==> config.mk <==
export PLATFORM = sky130hd
export DESIGN_NAME = vec_mem_responder
export DESIGN_NICKNAME = d
export VERILOG_FILES = /design/src/rtl/vec_mem_pkg.sv /design/src/rtl/vec_mem_responder.sv
export SDC_FILE = /design/constraint.sdc
export NUM_CORES = 1
export LEC_CHECK = 0
export CAP_MARGIN = 0
export CORE_MARGIN = 4
export CORE_UTILIZATION = 51
export CTS_CLUSTER_DIAMETER = 80
export DETAILED_ROUTE_END_ITERATION = 16
export GPL_TIMING_DRIVEN = 0
export PLACE_DENSITY = 0.87
export SYNTH_ARGS = -nofsm -noshare
export SYNTH_HDL_FRONTEND = slang
export SYNTH_SLANG_ARGS = --single-unit
==> constraint.sdc <==
create_clock -name clk -period 6.9 [get_ports clk]
set_input_delay 1.38 -clock clk [delete_from_list [all_inputs] [get_ports clk]]
set_output_delay 1.38 -clock clk [all_outputs]
set_load 0.01 [all_outputs]
==> src/rtl/vec_mem_pkg.sv <==
// Shared types for the vector memory responder: lane/vector/address types and FSM states.
package vec_mem_pkg;

    localparam int LANES = 3;
    localparam int WIDTH = 18;
    localparam int AW    = 10;

    typedef logic [WIDTH-1:0] lane_t;
    typedef lane_t [LANES-1:0] vec_t;
    typedef logic [AW-1:0]    addr_t;

    typedef enum logic [1:0] {
        IDLE,
        ISSUE,
        DRAIN,
        RESP
    } state_t;

endpackage

==> src/rtl/vec_mem_responder.sv <==
// Serialises a 3-lane vector load/store onto a single-port synchronous-read memory
// and returns the assembled read vector with a one-cycle response pulse.
module vec_mem_responder #(
    parameter int WIDTH = vec_mem_pkg::WIDTH,
    parameter int LANES = vec_mem_pkg::LANES,
    parameter int AW    = vec_mem_pkg::AW,
    parameter int DEPTH = 1024
) (
    input  logic                          clk,
    input  logic                          rst,
    input  logic                          req_valid,
    input  logic                          req_we,
    input  logic [AW-1:0]                 A1,
    input  logic [AW-1:0]                 A2,
    input  logic [AW-1:0]                 A3,
    input  logic [LANES-1:0][WIDTH-1:0]   wdata,
    output logic                          stall,
    output logic                          busy,
    output logic                          rsp_valid,
    output logic [LANES-1:0][WIDTH-1:0]   rdata,
    output logic [LANES-1:0]              oob,
    output logic [AW-1:0]                 mem_addr,
    output logic                          mem_we,
    output logic [WIDTH-1:0]              mem_wdata,
    input  logic [WIDTH-1:0]              mem_rdata
);
    import vec_mem_pkg::*;

    localparam logic [1:0] LAST = 2'(LANES - 1);

    state_t                        r_state;
    logic [1:0]                    r_idx;
    logic                          r_we;
    logic                          r_rsp;
    logic [LANES-1:0][AW-1:0]      r_addr;
    logic [LANES-1:0][WIDTH-1:0]   r_wdata;
    logic [LANES-1:0][WIDTH-1:0]   r_rdata;
    logic [LANES-1:0]              r_oob;
    logic [AW-1:0]                 r_mem_addr;
    logic                          r_mem_we;
    logic [WIDTH-1:0]              r_mem_wdata;

    logic [LANES-1:0][AW-1:0]      w_req_addr;
    logic [LANES-1:0]              w_req_oob;
    logic [1:0]                    w_nxt_idx;
    logic [1:0]                    w_cap_idx;
    logic [WIDTH-1:0]              w_cap_data;

    function automatic logic out_of_range(input logic [AW-1:0] a);
        return {{(32-AW){1'b0}}, a} >= 32'(DEPTH);
    endfunction

    assign w_req_addr = {A3, A2, A1};
    assign w_nxt_idx  = r_idx + 2'd1;

    always_comb begin
        for (int k = 0; k < LANES; k++) begin
            w_req_oob[k] = out_of_range(w_req_addr[k]);
        end
    end

    // Read data lags its address by one cycle, so the lane being captured is the previous slot.
    always_comb begin
        w_cap_idx  = (r_state == DRAIN) ? LAST : (r_idx - 2'd1);
        w_cap_data = mem_rdata;
        if (w_cap_idx <= LAST && r_oob[w_cap_idx]) begin
            w_cap_data = '0;
        end
    end

    always_ff @(posedge clk) begin
        if (!rst) begin
            r_state     <= IDLE;
            r_idx       <= '0;
            r_rsp       <= 1'b0;
            r_oob       <= '0;
            r_rdata     <= '0;
            r_mem_addr  <= '0;
            r_mem_we    <= 1'b0;
            r_mem_wdata <= '0;
        end else begin
            r_rsp       <= 1'b0;
            r_mem_addr  <= '0;
            r_mem_we    <= 1'b0;
            r_mem_wdata <= '0;
            case (r_state)
                IDLE: begin
                    if (req_valid) begin
                        r_addr      <= w_req_addr;
                        r_wdata     <= wdata;
                        r_we        <= req_we;
                        r_oob       <= w_req_oob;
                        r_idx       <= '0;
                        r_state     <= ISSUE;
                        r_mem_addr  <= A1;
                        r_mem_we    <= req_we & ~w_req_oob[0];
                        r_mem_wdata <= wdata[0];
                    end
                end
                ISSUE: begin
                    if (!r_we && r_idx != 2'd0) begin
                        r_rdata[w_cap_idx] <= w_cap_data;
                    end
                    if (r_idx == LAST) begin
                        r_state <= r_we ? RESP : DRAIN;
                        r_rsp   <= r_we;
                    end else begin
                        r_idx       <= w_nxt_idx;
                        r_mem_addr  <= r_addr[w_nxt_idx];
                        r_mem_we    <= r_we & ~r_oob[w_nxt_idx];
                        r_mem_wdata <= r_wdata[w_nxt_idx];
                    end
                end
                DRAIN: begin
                    r_rdata[LAST] <= w_cap_data;
                    r_state       <= RESP;
                    r_rsp         <= 1'b1;
                end
                RESP: begin
                    r_state <= IDLE;
                end
                default: begin
                    r_state <= IDLE;
                end
            endcase
        end
    end

    assign busy      = (r_state != IDLE);
    assign rsp_valid = r_rsp;
    assign stall     = (req_valid | busy) & ~r_rsp;
    assign rdata     = r_rdata;
    assign oob       = r_oob;
    assign mem_addr  = r_mem_addr;
    assign mem_we    = r_mem_we;
    assign mem_wdata = r_mem_wdata;

endmodule
== Yosys cells after proc, flatten, opt, wreduce, memory -nomap -nowiden ==
Cells that the tools add are included.
Storage, ports and cells
  output and inout bits: 89
  input port bits: 106
  flip-flop bits (word level): 173
Operators by class
  bitwise logic cells: 5
  reduce and logical (&&, ||, !) cells: 14
  muxes and demuxes: 33
  add/sub/neg operators: 2
  magnitude comparators: 4
  equal/unequal tests: 8
Operator list (count)
  18-bit two-way mux: 5
  18-bit case mux with 2 select lines: 2
  54-bit bitwise mux: 1
  54-bit two-way mux: 1
  18-bit binary-select mux with 2-bit select: 1
  18-bit demux with 2-bit select: 1
  10-bit two-way mux: 3
  10-bit binary-select mux with 2-bit select: 1
  10-bit case mux with 2 select lines: 1
  2-bit two-way mux: 5
  2-bit != test (second input constant): 4
  2-bit case mux with 4 select lines: 1
  2-bit nonzero test: 4
  2-bit == test (second input constant): 3
  2-bit by 3-bit < comparator with 1-bit output (second input constant): 2
  1-bit two-way mux: 6
  2-bit AND reduction: 3
  3-bit AND reduction: 2
  1-bit binary-select mux with 2-bit select: 2
  1-bit case mux with 2 select lines: 2
  2-bit case mux with 2 select lines: 1
  1-bit logical AND: 3
  2-bit by 1-bit adder with 2-bit output (second input constant): 1
  1-bit AND: 2
  8 further kinds: 9

== Depth between registers and ports, before layout ==
Gate-level depths: netlist (run 1).
  word-level depth: 9
  mapped depth: 10

== Worst setup path after synthesis (run 1) ==
No wires, ideal clock.
  kind: in2reg
  start: input port rst
  end: register r_addr[0] in the netlist's numbering (enable)
  buffers on the path: 2
  stages: 3
  data arrival time: 3911 ps
  path slack: 2536 ps
  required time: 6447 ps
  setup time: 453 ps
  cells stage by stage: clkbuf_1 clkbuf_1 and3_1
Between the ends
  longest elaborated chain between the ends: 1
RTL lines
  start: declaration: RTL line vec_mem_responder.sv:10  | input logic rst,
  3-bit AND reduction (no source line)
  end signal: assignment: RTL line vec_mem_responder.sv:89  | r_addr <= w_req_addr;
  end: declaration: RTL line vec_mem_responder.sv:35  | logic [LANES-1:0][AW-1:0] r_addr;
Every way passes these cells.
A chain may end at the register's enable or synchronous reset.

== Worst setup path after layout (run 1) ==
  start: input port req_valid
  end: output port stall
Between the ends
  longest elaborated chain between the ends: 2
RTL lines
  start: declaration: RTL line vec_mem_responder.sv:11  | input logic req_valid,
  1-bit OR: RTL line vec_mem_responder.sv:131  | assign stall = (req_valid | busy) & ~r_rsp;
  1-bit AND: RTL line vec_mem_responder.sv:131
  end: declaration: RTL line vec_mem_responder.sv:17  | output logic stall,
Every way passes these cells.

==> summary.txt, run 1 <==
Run status
  – Status: finished, final reports clean

Power and ir drop
  – Sequential power share: 42.2%
  – P_int: 2090 µW
  – Clock share of power: 30.9%
  – Switching power: 902 µW
  – Sw Ratio: 30.1%
  – Max VDD drop: 0.179 mV
  – P_leak: 0.00316 µW
  – Logic pwr share: 26.9%
  – Pwr per Cell Area: 323 mW/mm²

Timing
  – Clock Skew: 6.52 ps
  – Slew Viols, Final: 0
  – RSZ-0062 raised after global routing: false
  – Final Hold Fails: 0
  – Slew headroom: 51.4%
  – Worst-Margin Slew: 727 ps
  – Tcrit/Tclk final: 60.2%
  – Fmax: 241 MHz
  – Total Neg Setup Slack: 0 ps
  – Minimum clock period: 4150 ps
  – Final setup fails: 0

Routing
  – 1st-iter DRT viols: 457
  – Final wirelength: 17,700 µm
  – TritonRoute pass-1 iters: 5
  – Routed vias: 5,187
  – # DRC: 0
  – Vias/cell: 5.39
  – Post-DRT Antenna Nets: 0
  – Routed WL per cell: 18.4 µm

Clocking
  – Clock tree buffer depth: 2
  – Clock sinks: 173
  – Clock H-tree levels: 4
  – Post-CTS Setup Inserts: 0
  – CTS tree: done
  – Clock-pin slew on the worst setup and hold paths: 60 ps
  – Total CTS buffers: 17
  – Cts hold-fix bufs: 0
  – Root buffer cell: clkbuf_16
  – Cts repair resizes: 0
  – Worst-Skew Late Latency: 420 ps

Global routing
  – Met2 Use GR: 41.1%
  – GRT Total Usage: 24.3%
  – M1 GR Usage: 29.6%
  – Layer with the highest usage: met2
  – Vias in the first global route: 5,375
  – GR Util met3: 5.55%
  – Largest net degree at the start of global routing: 47
  – Wire length of the first global-routing pass: 27,500 µm
  – Gr ovfl total: 0
  – Initial antenna violation count: 0

Critical path
  – Most used cell along the critical path: clkdlybuf4s50_1
  – Crit path launch type: primary input
  – Family with the most delay on the worst path: buffers and inverters
  – Worst Path Arrival: 2770 ps
  – Worst endpoint required time: 5520 ps
  – Crit-path slowest cell: clkdlybuf4s50_1
  – CP max stage delay: 510 ps
  – Critical path peak fanout: 6
  – Critical path cell sequence: clkdlybuf4s50_1 > nor2b_1 > nor2_1 > clkdlybuf4s50_1
  – Crit end category: output port
  – Worst Setup Path Type: in -> out
  – Buffers & Inverters on Critical Path: 2

Cells and area
  – Fin area: 0.00928 mm²
  – Most frequent cells in the layout: 190 x clkdlybuf4s50_1, 88 x dfxtp_1, 85 x edfxtp_1
  – Ant diodes: 0
  – Commonest non-fill, non-tap cell in the layout: clkdlybuf4s50_1
  – Final cell count without fillers: 962
  – Area Growth Syn to Fin: 41.8%
  – Share of cells above drive strength 1: 7.59%
  – Nets: 888

Min path
  – HP Class: reg -> reg

Logic synthesis
  – Synthesized flop and latch total: 173
  – Netlist Area Pre-Place: 0.00654 mm²
  – Synth Area in Adders: 0.957%
  – Mean post-synth cell area: 11.6 µm²
  – Largest family of logic cells by synthesized area: simple AND/OR/NAND/NOR gates
  – Post-synthesis compound-gate area fraction: 11.1%
  – Seq/Total Area, Yosys: 66.0%
  – Mux cell area share after synthesis: 4.29%
  – YS warnings: 0
  – Post-Synth Simple-Gate Area: 13.5%
  – Xor and xnor area share after synthesis: 0%
  – Post-synthesis cell type count: 35
  – Mapped Cells: 565

Floorplanning
  – Die area: 0.0147 mm²
  – Die W: 121 µm
  – # IOs: 195
  – Die Y: 121 µm
  – Row cnt: 41
  – Initial Util: 52.0%
  – Area of the core: 0.0126 mm²

Place
  – Dpl cells: 930
  – Placed cell areas: 0.00869 mm²
  – Port Buffer Count: 190
  – HPWL after DPL: 12,500 µm
  – GPL Wtd Cong: 0.846

Run
  – Max-cap viol count: 0
## final timing paths
path                   from      endpoint  slack [ps]  depth (start not counted)
setup / recovery  req_valid         stall        2750                          4
hold / removal    rdata[30]     rdata[30]         460                          2
setup reg to reg   r_idx[0]  mem_wdata[7]        4060                          9
hold reg to reg   rdata[30]     rdata[30]         460                          2
## through the flow
step / hold WS [ps] / power (µW) / worst slack, ps / utilization, %
2_1_floorplan: 482 / 1730 / 2540 / -
5_1_grt: 481 / 3140 / 2600 / 73.8
4_1_cts: 458 / 3010 / 2760 / 73.8
3_5_place_dp: 450 / 2080 / 2770 / 69.1
3_3_place_gp: 445 / 2050 / 1550 / 68.9
6_report: 457 / 2990 / 2750 / 73.8
## area by class of cell
class,instances,area (µm²)
tap,172,215
clock buffer,25,539
sequential,173,4310
clock inverter,7,46.3
fill,869,3290
timing repair buffer,191,1920
buffer,47,245
multi-input combinational,341,1970
inverter,6,22.5
## power groups by stage
stage / sequential [µW] / combinational (µW) / clock [µW]
after global routing: 1270 / 880 / 982
after detailed placement: 1290 / 796 / 0
final: 1260 / 805 / 925
after global placement: 1290 / 761 / 0
after floorplan: 1310 / 426 / 0
after CTS: 1260 / 806 / 938
## registers in the layout, summed over array words and instances (netlist names)
signal and count:
mem_wdata 18, r_we 1, r_idx 2, r_state 2
rsp_valid 1, mem_we 1, mem_addr 10, r_addr 30
r_wdata 54, rdata 54
## layer usage
layer	up-vias	routed length (µm)
li1	2446	-
met1	2506	7090
met2	201	9060
met3	34	1120
met4	0	471
met5	-	0
## kinds of logic after synthesis
kind of cell    Yosys count
buf+inv                  53
mux                      28
fa+ha+maj                 5
compound gates          125
flops                   173
other cells               1
simple gates            180
## tightest hold or removal path: stages (launching register included)
cell and delay [ps]:
dfxtp_1 310, nand3_1 60, o21ai_1 50
## cells in the mapped netlist
library cell  instances  area share (%)
o2bb2ai_2             1            0.23
edfxtp_1             85              39
o31ai_1              18             2.1
buf_1                 6            0.34
a31oi_1               1           0.096
nand3_1              56             4.3
nor2_1               35             2.0
a21oi_1              30             2.3
buf_4                 3            0.34
or4_1                 2            0.23
nand2_1              49             2.8
and3b_1               1            0.13
and3_1                2            0.19
nor2b_1               2            0.19
mux2i_1              28             4.3
o21ai_1              28             2.1
a21boi_0              1            0.11
clkbuf_1             22             1.3
nor3_1                2            0.15
inv_1                 5            0.29
a2bb2oi_1             1            0.13
ha_1                  5            0.96
buf_6                 6             1.0
and2_1                2            0.19
a32oi_1               1            0.13
nor3b_1              28             3.2
dfxtp_1              88              27
o221ai_1              1            0.13
o21ai_0              34             2.6
or2_1                 1           0.096
buf_2                10            0.77
o21ai_2               8             1.1
conb_1                1           0.057
inv_2                 1           0.057
a21boi_1              1            0.11
Power figures use the tool's default switching activity.
==> run 2, diff against run 1 <==
--- a/config.mk
+++ b/config.mk
@@ -7,11 +7,11 @@
 export LEC_CHECK = 0
 export CAP_MARGIN = 0
 export CORE_MARGIN = 4
-export CORE_UTILIZATION = 51
+export CORE_UTILIZATION = 42
 export CTS_CLUSTER_DIAMETER = 80
 export DETAILED_ROUTE_END_ITERATION = 16
 export GPL_TIMING_DRIVEN = 0
-export PLACE_DENSITY = 0.87
+export PLACE_DENSITY = 0.76
 export SYNTH_ARGS = -nofsm -noshare
 export SYNTH_HDL_FRONTEND = slang
 export SYNTH_SLANG_ARGS = --single-unit
==> constraint.sdc (replaced) <==
create_clock -name clk -period 3.6 [get_ports clk]
set_input_delay 0.72 -clock clk [delete_from_list [all_inputs] [get_ports clk]]
set_output_delay 0.72 -clock clk [all_outputs]
set_load 0.01 [all_outputs]
==> run 2 against run 1 <==
Via count unchanged; worst hold slack improved by 12 ps; global-route usage is 4.5 points lower; clock power grew 92%; largest cell class unchanged; die area is 20% higher; sequential power is 92% higher; final cell count grew 1.7%; combinational power is 91% higher; critical path type unchanged; sequential cell count stayed put; first-iteration DRC count decreased by 35%.
==> summary.txt, run 2 (synthesized netlist as in run 1, its figures left out) <==
Floorplanning
  – Die area: 0.0176 mm² (+20%)
  – Die W: 133 µm (+9.5%)
  – Die Y: 133 µm (+9.5%)
  – # IOs: 195 (unchanged)
  – Initial Util: 43.0% (-9.0 points)
  – Row cnt: 45 (+9.8%)
  – Area of the core: 0.0152 mm² (+21%)

Clocking
  – CTS tree: done
  – Total CTS buffers: 17 (unchanged)
  – Clock H-tree levels: 4 (unchanged)
  – Worst-Skew Late Latency: 420 ps (about the same)
  – Root buffer cell: clkbuf_16
  – Cts repair resizes: 0 (unchanged)
  – Clock sinks: 173 (unchanged)
  – Post-CTS Setup Inserts: 0 (unchanged)
  – Clock-pin slew on the worst setup and hold paths: 70 ps (about the same)
  – Clock tree buffer depth: 2 (unchanged)
  – Cts hold-fix bufs: 0 (unchanged)

Global routing
  – GRT Total Usage: 19.7% (-4.5 points)
  – Largest net degree at the start of global routing: 46 (-2.1%)
  – Initial antenna violation count: 0 (unchanged)
  – Wire length of the first global-routing pass: 27,400 µm (-0.35%)
  – Gr ovfl total: 0 (unchanged)
  – Vias in the first global route: 5,282 (-1.7%)

Critical path
  – Most used cell along the critical path: clkdlybuf4s50_1
  – Critical path depth: 4 (unchanged)
  – Critical R2R Launch: r_idx[0]
  – Crit end category: output port
  – Worst Setup Path Type: in -> out
  – Critical path endpoint: stall
  – Crit path launch type: primary input
  – Crit-path slowest cell: clkdlybuf4s50_1
  – FF-to-FF End: mem_wdata[7]
  – Worst setup path start: req_valid
  – Worst endpoint required time: 2880 ps (-2640 ps)
  – Reg2reg setup slack: 780 ps (-3280 ps)
  – Buffers & Inverters on Critical Path: 2 (unchanged)
  – Critical path cell sequence: clkdlybuf4s50_1 > nor2b_1 > nor2_1 > clkdlybuf4s50_1
  – CP max stage delay: 530 ps (+20 ps)
  – Critical path peak fanout: 6 (unchanged)
  – Family with the most delay on the worst path: buffers and inverters
  – Worst Reg-to-Reg Cells: 9 (unchanged)
  – Worst Path Arrival: 2230 ps (-540 ps)

Timing
  – Clock Skew: 9.36 ps (+2.83 ps)
  – Minimum clock period: 2950 ps
  – Final setup fails: 0 (unchanged)
  – Final Hold Fails: 0 (unchanged)
  – Worst-Margin Slew: 648 ps (-79.1 ps)
  – Tcrit/Tclk final: 82.0%
  – Fmax: 339 MHz
  – Total Neg Setup Slack: 0 ps (unchanged)
  – Slew headroom: 56.7% (+5.3 points)
  – RSZ-0062 raised after global routing: false
  – Slew Viols, Final: 0 (unchanged)

Cells and area
  – Area Growth Syn to Fin: 42.1%
  – Commonest non-fill, non-tap cell in the layout: clkdlybuf4s50_1
  – Nets: 888 (unchanged)
  – Storage cell area: 0.00431 mm² (unchanged)
  – Ant diodes: 0 (unchanged)
  – Fill cells: 1,209 (+39%)
  – Area occupied by multi-input gates: 0.00197 mm² (unchanged)
  – Share of cells above drive strength 1: 7.97% (+0.38 points)
  – Final cell count without fillers: 978 (+1.7%)
  – Most frequent cells in the layout: 190 x clkdlybuf4s50_1, 88 x dfxtp_1, 85 x edfxtp_1

Run status
  – Status: finished, final reports clean

Run
  – Max-cap viol count: 0 (unchanged)

Place
  – HPWL after DPL: 12,600 µm (+0.24%)
  – Port Buffer Count: 190 (unchanged)
  – GPL Wtd Cong: 0.911 (+7.7%)
  – Dpl cells: 946 (+1.7%)

Power and ir drop
  – Max VDD drop: 0.405 mV (+130%)
  – P_leak: 0.00316 µW (about the same)
  – Pwr per Cell Area: 617 mW/mm² (+91%)

Routing
  – # DRC: 0 (unchanged)
  – TritonRoute pass-1 iters: 5 (unchanged)
  – 1st-iter DRT viols: 298 (-35%)
  – Vias/cell: 5.30 (-1.6%)
  – Routed vias: 5,187 (unchanged)
  – Final wirelength: 17,600 µm (-0.77%)
  – Post-DRT Antenna Nets: 0 (unchanged)
  – Routed WL per cell: 18.0 µm (-2.4%)

Min path
  – HP Class: reg -> reg
  – WHS Path Cells: 2 (unchanged)
==> run 2: stage by stage <==
stage	util [%]	cell area, µm²	setup WS, ps	hold slack, ps	power, µW
detailed placement	57.3	8710	649	457	4020
CTS	61.1	9290	649	469	5790
global route	61.1	9290	506	489	6030
global placement	57.1	8690	148	448	3960
floorplan	-	6550	860	482	3310
finish	61.1	9290	649	469	5730
==> run 2: cell type report <==
cell class	instances	share of cell area (%)
buffer	47	2.64
clock buffer	17	4.58
clock inverter	15	1.70
inverter	6	0.242
multi-input combinational	341	21.2
sequential	173	46.4
tap	188	2.53
timing repair buffer	191	20.7
==> run 2: worst min path at each step <==
stage               startpoint  slack, ps        end
floorplan            rdata[18]        480  rdata[18]
global placement     rdata[35]        450  rdata[35]
detailed placement    rdata[7]        460   rdata[7]
CTS                  rdata[30]        470  rdata[30]
global route         rdata[30]        490  rdata[30]
finish               rdata[28]        470  rdata[28]
==> run 2: power by group <==
group / internal, µW / switching (µW)
combinational: 622 / 917
sequential: 2340 / 76.4
clock: 924 / 851
==> run 2: worst reg2reg max path, stage by stage (launching register included) <==
cell and delay, ps:
dfxtp_1 440, inv_2 90, clkbuf_1 300, ha_1 380, clkbuf_1 260, buf_2 390, clkbuf_1 450, nor3b_1 100
o21ai_0 180, a21oi_1 90
==> run 2: per-layer routing <==
layer  wire length [µm]  GRT usage [%]  vias up
li1                   -              -     2462
met1               7320           25.1     2479
met2               8740           32.4      224
met3               1180           5.55       22
met4                370           6.87        0
met5                  0              0        -
==> run 3, diff against run 2 <==
==> constraint.sdc (replaced) <==
create_clock -name clk -period 2.5 [get_ports clk]
set_input_delay 0.5 -clock clk [delete_from_list [all_inputs] [get_ports clk]]
set_output_delay 0.5 -clock clk [all_outputs]
set_load 0.01 [all_outputs]
==> run 3 against run 2 <==
Via count down 0.52%; wire length up 1.8%; global-route usage up 0.61 points; worst setup slack worse by 520 ps; sequential cell count unchanged; register-to-register slack worse by 580 ps; clock power up 49%; critical path depth unchanged.
==> summary.txt, run 3 (synthesized netlist as in run 1, its figures left out) <==
Cells and area
  – Nets: 886 (-0.23%)
  – Commonest non-fill, non-tap cell in the layout: clkdlybuf4s50_1
  – Area Growth Syn to Fin: 42.5%
  – Most frequent cells in the layout: 189 x clkdlybuf4s50_1, 87 x dfxtp_1, 85 x edfxtp_1
  – Ant diodes: 0 (unchanged)
  – Share of cells above drive strength 1: 8.88% (+0.91 points)

Critical path
  – Worst Reg-to-Reg Cells: 9 (unchanged)
  – Critical path cell sequence: inv_1 > ha_1 > inv_1 > clkdlybuf4s50_1
  – Worst endpoint required time: 2000 ps (-880 ps)
  – Worst Setup Path Type: reg -> out
  – Crit end category: output port
  – Family with the most delay on the worst path: buffers and inverters
  – Worst Path Arrival: 1870 ps (-360 ps)
  – Critical path endpoint: busy
  – Critical path depth: 4 (unchanged)
  – FF-to-FF End: rdata[23]
  – Reg2reg setup slack: 200 ps (-580 ps)
  – Critical path peak fanout: 7 (+1)
  – Crit path launch type: flip-flop
  – Worst setup path start: r_state[0]
  – Critical R2R Launch: r_idx[0]
  – CP max stage delay: 580 ps (+50 ps)
  – Crit-path slowest cell: clkdlybuf4s50_1
  – Most used cell along the critical path: inv_1
  – Buffers & Inverters on Critical Path: 3 (+1)

Place
  – HPWL after DPL: 12,400 µm (-1.2%)
  – Port Buffer Count: 190 (unchanged)
  – GPL Wtd Cong: 0.871 (-4.3%)

Power and ir drop
  – P_leak: 0.00319 µW (+1.1%)
  – Max VDD drop: 0.825 mV (+100%)
  – Final Power: 8380 µW (+46%)
  – Pwr per Cell Area: 899 mW/mm² (+46%)

Routing
  – TritonRoute pass-1 iters: 6 (+1)
  – Vias/cell: 5.29 (-0.32%)
  – # DRC: 0 (unchanged)
  – Post-DRT Antenna Nets: 0 (unchanged)
  – Final wirelength: 17,900 µm (+1.8%)
  – Routed WL per cell: 18.4 µm (+2.0%)
  – Routed vias: 5,160 (-0.52%)
  – 1st-iter DRT viols: 323 (+8.4%)

Run status
  – Status: finished, final reports clean

Floorplanning
  – # IOs: 195 (unchanged)
  – Initial Util: 43.0% (unchanged)
  – Die area: 0.0176 mm² (unchanged)
  – Area of the core: 0.0152 mm² (unchanged)
  – Die Y: 133 µm (unchanged)
  – Row cnt: 45 (unchanged)
  – Die W: 133 µm (unchanged)

Clocking
  – Clock H-tree levels: 4 (unchanged)
  – Clock sinks: 173 (unchanged)
  – CTS tree: done
  – Total CTS buffers: 17 (unchanged)
  – Root buffer cell: clkbuf_16
  – Post-CTS Setup Inserts: 0 (unchanged)
  – Clock-pin slew on the worst setup and hold paths: 60 ps (about the same)
  – Cts hold-fix bufs: 0 (unchanged)
  – Clock tree buffer depth: 2 (unchanged)
  – Worst-Skew Late Latency: 420 ps (about the same)

Min path
  – HP Class: reg -> reg

Timing
  – Final hold slack: 459 ps (-9.75 ps)
  – Slew Viols, Final: 0 (unchanged)
  – Slew headroom: 25.0% (-32 points)
  – Worst-Margin Slew: 1130 ps (+478 ps)
  – Tcrit/Tclk final: 94.7%
  – Final setup fails: 0 (unchanged)
  – Fmax: 422 MHz
  – Minimum clock period: 2370 ps
  – RSZ-0062 raised after global routing: false
  – Final Hold Fails: 0 (unchanged)
  – Clock Skew: 13.2 ps (+3.88 ps)

Global routing
  – Largest net degree at the start of global routing: 86 (+87%)
  – Vias in the first global route: 5,375 (+1.8%)
  – Wire length of the first global-routing pass: 28,200 µm (+2.9%)
  – Gr ovfl total: 0 (unchanged)
  – GRT Total Usage: 20.3% (+0.61 points)
  – Initial antenna violation count: 0 (unchanged)

Run
  – Max-cap viol count: 0 (unchanged)
[run 3: cell count changes in the layout (fill, tap and decap cells not counted), moves of 2 or more]
cell       change
clkbuf_1       -6
clkbuf_8       +3
clkinv_8       -3
buf_4          +2
clkbuf_16      +3
clkbuf_2       +5
inv_6          +2
clkinv_4       -4
inv_8          -3
[run 3: timing repair]
action | CTS | global route
pin swaps | 0 | 0
cloned | 0 | 0
endpoints found under the setup margin | 83 | 64
gates resized for setup | 10 | 6
[run 3: power by group]
| group | switching [µW] | total (µW) | internal (µW) |
|---|---|---|---|
| Sequential | 105 | 3490 | 3380 |
| Combinational | 1340 | 2240 | 901 |
| Clock | 1110 | 2650 | 1550 |
| Total | 2550 | 8380 | 5830 |
[run 3: per-stage QoR]
step / TNS (ps) / worst slack (ps) / utilization, % / cell area (µm²) / instances
final: 0 / 133 / 61.3 / 9320 / 976
after global placement: -25050 / -270 / 57.2 / 8690 / 945
after detailed placement: -33500 / -338 / 57.2 / 8690 / 945
after global routing: 0 / 26.4 / 61.3 / 9320 / 976
after CTS: 0 / 46.8 / 61.3 / 9320 / 976
after floorplan: 0 / 372 / - / 6550 / 567
[run 3: metal layers]
layer / wire [µm] / global-route usage [%] / vias up
met5: 0 / 0 / -
met4: 207 / 5.77 / 0
met3: 1620 / 8.06 / 17
met2: 8850 / 33.5 / 228
met1: 7240 / 24.7 / 2464
li1: - / - / 2451
[run 3: worst min-delay path: stages (launching register included)]
cell	delay (ps)
dfxtp_1	310
nand3_1	60
o21ai_1	50
[run 3: how the worst min path moves through the flow]
stage | start | end | slack, ps | cells past startpoint
2_1_floorplan | rdata[18] | rdata[18] | 480 | 2
4_1_cts | rdata[18] | rdata[18] | 460 | 2
3_5_place_dp | rdata[18] | rdata[18] | 450 | 2
6_report | rdata[18] | rdata[18] | 460 | 2
5_1_grt | rdata[20] | rdata[20] | 480 | 2
3_3_place_gp | rdata[20] | rdata[20] | 450 | 2
[run 3: final cells by class]
type	instances	area, µm²
inverters	6	22.5
plain buffers	46	254
well taps	188	235
fillers	1216	5880
repair buffers	190	1900
multi-input cells	341	1990
clock inverters	8	61.3
flip-flops and latches	173	4320
clock buffers	24	546
